<file path="config.mk">
export PLATFORM = sky130hd
export DESIGN_NAME = vga_timing_ctrl
export DESIGN_NICKNAME = d
export VERILOG_FILES = /design/src/rtl/vga_timing_ctrl.sv
export SDC_FILE = /design/constraint.sdc
export NUM_CORES = 1
export LEC_CHECK = 0
export CELL_PAD_IN_SITES_DETAIL_PLACEMENT = 1
export CELL_PAD_IN_SITES_GLOBAL_PLACEMENT = 1
export CORE_MARGIN = 3
export CORE_UTILIZATION = 41
export CTS_CLUSTER_SIZE = 16
export DETAILED_ROUTE_END_ITERATION = 12
export GPL_ROUTABILITY_DRIVEN = 0
export PLACE_DENSITY = 0.95
export SLEW_MARGIN = 25
export SYNTH_ARGS = -nofsm -noshare
export SYNTH_HDL_FRONTEND = slang
export SYNTH_SLANG_ARGS = --single-unit
export TNS_END_PERCENT = 5
</file>
<file path="constraint.sdc">
create_clock -name vga_clk -period 5.8 [get_ports vga_clk]
set_clock_uncertainty 0.05 [all_clocks]
set_input_delay 1.74 -clock vga_clk [delete_from_list [all_inputs] [get_ports vga_clk]]
set_output_delay 1.74 -clock vga_clk [all_outputs]
set_load 0.01 [all_outputs]
</file>
<file path="src/rtl/vga_timing_ctrl.sv">
// vga_timing_ctrl: VGA raster timing with pixel requests and latency-matched sync/RGB pins
module vga_timing_ctrl #(
   parameter int PIX_LATENCY = 1,
   parameter int H_SYNC      = 96,
   parameter int H_BP        = 48,
   parameter int H_ACT       = 640,
   parameter int H_FP        = 16,
   parameter int V_SYNC      = 2,
   parameter int V_BP        = 33,
   parameter int V_ACT       = 480,
   parameter int V_FP        = 10
) (
   input  logic        vga_clk,
   input  logic        rst_sys_n,
   input  logic [11:0] pix_data,
   output logic [9:0]  x,
   output logic [8:0]  y,
   output logic        req_valid,
   output logic        hsync,
   output logic        vsync,
   output logic [3:0]  vga_r,
   output logic [3:0]  vga_g,
   output logic [3:0]  vga_b,
   output logic        frame_start
);
   localparam int H_TOTAL = H_SYNC + H_BP + H_ACT + H_FP;
   localparam int V_TOTAL = V_SYNC + V_BP + V_ACT + V_FP;
   localparam int HW = $clog2(H_TOTAL);
   localparam int VW = $clog2(V_TOTAL);
   localparam logic [HW-1:0] H_LAST    = HW'(H_TOTAL - 1);
   localparam logic [HW-1:0] H_SYNC_E  = HW'(H_SYNC);
   localparam logic [HW-1:0] H_ACT_B   = HW'(H_SYNC + H_BP);
   localparam logic [HW-1:0] H_ACT_E   = HW'(H_SYNC + H_BP + H_ACT);
   localparam logic [VW-1:0] V_LAST    = VW'(V_TOTAL - 1);
   localparam logic [VW-1:0] V_SYNC_E  = VW'(V_SYNC);
   localparam logic [VW-1:0] V_ACT_B   = VW'(V_SYNC + V_BP);
   localparam logic [VW-1:0] V_ACT_E   = VW'(V_SYNC + V_BP + V_ACT);

   logic [HW-1:0]          h_cnt_q, h_cnt_d;
   logic [VW-1:0]          v_cnt_q, v_cnt_d;
   logic                   h_last, v_last, h_act, v_act, hsync_raw, vsync_raw;
   logic [PIX_LATENCY-1:0] hs_q, hs_d, vs_q, vs_d, de_q, de_d;
   logic                   hsync_q, vsync_q, frame_start_q, frame_start_d;
   logic [11:0]            rgb_q, rgb_d;

   // Decode raster position, form the request and compute next counter values
   always_comb begin
      h_last    = h_cnt_q == H_LAST;
      v_last    = v_cnt_q == V_LAST;
      h_cnt_d   = h_last ? '0 : h_cnt_q + 1'b1;
      v_cnt_d   = !h_last ? v_cnt_q : v_last ? '0 : v_cnt_q + 1'b1;
      h_act     = h_cnt_q >= H_ACT_B && h_cnt_q < H_ACT_E;
      v_act     = v_cnt_q >= V_ACT_B && v_cnt_q < V_ACT_E;
      hsync_raw = h_cnt_q >= H_SYNC_E;
      vsync_raw = v_cnt_q >= V_SYNC_E;
      req_valid = h_act && v_act;
      x         = req_valid ? 10'(h_cnt_q - H_ACT_B) : '0;
      y         = req_valid ? 9'(v_cnt_q - V_ACT_B) : '0;
   end

   // Shift sync/enable so they meet the renderer's pixel, then gate RGB by the delayed enable
   always_comb begin
      hs_d          = PIX_LATENCY'({hs_q, hsync_raw});
      vs_d          = PIX_LATENCY'({vs_q, vsync_raw});
      de_d          = PIX_LATENCY'({de_q, req_valid});
      rgb_d         = de_q[PIX_LATENCY-1] ? pix_data : 12'h000;
      frame_start_d = h_last && v_last;
   end

   // Raster counters; a reset always restarts the frame at (0,0)
   always_ff @(posedge vga_clk or negedge rst_sys_n) begin
      if (!rst_sys_n) begin
         h_cnt_q <= '0;
         v_cnt_q <= '0;
      end else begin
         h_cnt_q <= h_cnt_d;
         v_cnt_q <= v_cnt_d;
      end
   end

   // Display pipeline and pin registers; sync idles high and RGB blank while in reset
   always_ff @(posedge vga_clk or negedge rst_sys_n) begin
      if (!rst_sys_n) begin
         hs_q          <= '1;
         vs_q          <= '1;
         de_q          <= '0;
         hsync_q       <= 1'b1;
         vsync_q       <= 1'b1;
         rgb_q         <= 12'h000;
         frame_start_q <= 1'b0;
      end else begin
         hs_q          <= hs_d;
         vs_q          <= vs_d;
         de_q          <= de_d;
         hsync_q       <= hs_q[PIX_LATENCY-1];
         vsync_q       <= vs_q[PIX_LATENCY-1];
         rgb_q         <= rgb_d;
         frame_start_q <= frame_start_d;
      end
   end

   assign hsync                 = hsync_q;
   assign vsync                 = vsync_q;
   assign {vga_r, vga_g, vga_b} = rgb_q;
   assign frame_start           = frame_start_q;
endmodule

</file>
==> results.cfg <==
[clock_network]
cts_sinks = 38
post_cts_resize_count = 0
clk_latency_ns = 0.30
post_cts_buffers = 0
cts_root_buf = clkbuf_8
clk_pin_slew_worst_paths_ns = 0.08
cts_tree = done
cts_hold_buf = 0
max-clock-path-buffers = 2
htreeDepth = 2
cts_buffers = 5

[place]
dp.cells = 311
post-dp-hpwl_um = 3810
port_buffers = 48

[synth]
synth_top_family_by_area = simple AND/OR/NAND/NOR gates
syn_area_um2 = 2110
synth_largest_area_cell = dfrtp_1
synth_compound_area_share_pct = 7.61
yosys_most_used_dff = dfrtp_1
synth_cells = 210
ys_warn_count = 0
synth_xor_area_share_pct = 7.07
ys_seq_area_share_pct = 45.4
synthMuxAreaShare_pct = 1.96
synth_most_common_cell = dfrtp_1
ys_top_cells_by_area = dfrtp_1 40%, xnor2_1 5.8%, ha_1 5.3%
synth-simple-area-share_pct = 25.5
syn_nets = 233
synth-adder-area-share_pct = 5.35
ys_seq_elements = 38
yosysTopAreaCellShare_pct = 40.4
synth_cell_types = 49
synth_edf_count = 0
synthArstFlopShare_pct = 100
synthTopCellsByCount = 34 x dfrtp_1, 20 x nor3_1, 14 x nand2_1, 14 x xnor2_1, 13 x and2_1
avgSynthCellArea_um2 = 10.0

[pwr]
seqPwrFrac_pct = 56.1
irDropWorstVdd_v = 0.0000885
p_sw_share_pct = 22.2
pwr_density_cell_nw_per_um2 = 178
p_int_uw = 368
p_sw_uw = 105
power.leakage_uw = 0.00114
clockPowerShare_pct = 41.2
p_comb_share_pct = 2.8

[critical_path]
r2r_start = v_cnt_q[1]
path_max_fanout = 19
worstSetupStartpoint = v_cnt_q[1]
cp_num_buf_inv = 1
crit_type = flop to primary output
cp-start-kind = flop
r2r_cells = 4
crit_required_ns = 4.01
critPathSlowestCell = and3_1
crit_cells = 5
r2r_slack_ns = 3.12
critical_path.endpoint = y[2]
max_stage_delay_ns = 0.77
r2r-end = de_q
crit_path_end_kind = primary output
worstPathArrival_ns = 3.30
crit_chain = ha_1 -> o41ai_1 -> and3_1 -> nor3_1 -> clkdlybuf4s50_1
cp_top_family = simple AND/OR/NAND/NOR gates

[floorplanning]
fp.coreArea_um2 = 4850
io_pins = 49
rows = 25
die-area_um2 = 6030
fp.dieW_um = 77.7
start_util_pct = 43.4
die_y_um = 77.7

[route]
viasPerCell = 5.43
drtIter0Drc = 62
drc_errors = 0
ant_nets = 0
first_pass_iters = 4
vias = 1733
post_drt_wl_per_cell_um = 16.8
drt_wl_total_um = 5350

[cells_and_area]
final_cells = 319
drive_gt1_share_pct = 9.13
n_fill_cell = 541
finalNetCount = 274
diodes = 0
syn2layout_area_growth_pct = 26.2

[global_route]
antenna_found_initial = 0
track_usage_pct = 19.7
grt_first_pass_wirelength_um = 9320
grt_pass1_vias = 1864
overflow = 0
grt_max_degree = 39

[sta]
final.min_clock_period_ns = 5.09
tns_ns = 0
post-route-period-util_pct = 87.8
max_slew_margin_pct = 44.0
rsz0062_at_grt = no
hold_violations = 0
setup_viol = 0
hold_slack_ns = 0.311
fmax_mhz = 196
tightest_slew_ns = 0.841
slew_viol_final = 0

[run_status]
run_status = completed

[min_path]
hp-class = flop to flop

[job]
max_cap_violations = 0
## power groups by stage
stage	Clock (uW)	Combinational, uW	Sequential, uW
final	194	13.0	265
after global routing	214	14.8	265
after floorplan	0	0.00577	270
after CTS	200	13.7	265
after detailed placement	0	13.6	270
after global placement	0	13.3	270
## worst min path at each step
stage | cells after the start | start | slack, ns | endpoint
CTS | 0 | hs_q | 0.31 | hsync
global placement | 0 | hs_q | 0.30 | hsync
detailed placement | 0 | hs_q | 0.30 | hsync
floorplan | 0 | hs_q | 0.30 | hsync
finish | 0 | hs_q | 0.31 | hsync
global route | 0 | hs_q | 0.32 | hsync
## cells by family after synthesis
kind of cell             Yosys count
adder cells (fa/ha/maj)            9
buffers and inverters             24
multiplexers                       4
flip-flops                        38
XOR/XNOR                          17
AND/OR/NAND/NOR                   96
AO/OA/AOI/OAI                     22
## cell usage in the layout, fill, tap and decap left out, drive strengths merged, types with 9 or more instances in the layout
cell	count
nand2	14
dfrtp	34
ha	9
and2	13
clkdlybuf4s50	47
xnor2	14
inv	9
nand3	9
nor3	21
nor2	11
## per-layer routing
layer | part of all wire [%] | routed length, um | vias to the layer above | GRT usage (%)
met1 | 47 | 2510 | 859 | 25.1
li1 | - | - | 810 | -
met5 | 0 | 0 | - | 0
met3 | 4.3 | 231 | 8 | 3.71
met2 | 47 | 2510 | 56 | 33.0
met4 | 1.8 | 99 | 0 | 7.65
## registers in the layout (all words and copies together) (netlist names)
signal	flops
hsync	1
rgb_q	12
vs_q	1
vsync	1
h_cnt_q	10
de_q	1
v_cnt_q	10
frame_start	1
hs_q	1
## through the flow
step                cell area (um2)  utilization [%]  total power, uW  worst slack, ns
floorplan                      2110                -              270             1.97
finish                         2660             54.8              472            0.707
global placement               2560             52.7              283             1.20
CTS                            2660             54.8              478            0.733
global route                   2660             54.8              493            0.487
detailed placement             2560             52.9              284             1.10
## layout make-up
type                    count  area, um2  share of cell area, %
clock buffers               6       82.6                   3.11
clock inverters             2       12.5                  0.471
inverters                   9       33.8                   1.27
multi-input cells         148       1010                   37.9
flip-flops and latches     38        956                   36.0
well taps                  67       83.8                   3.15
repair buffers             49        483                   18.2
(Power assumes the default switching activity.)
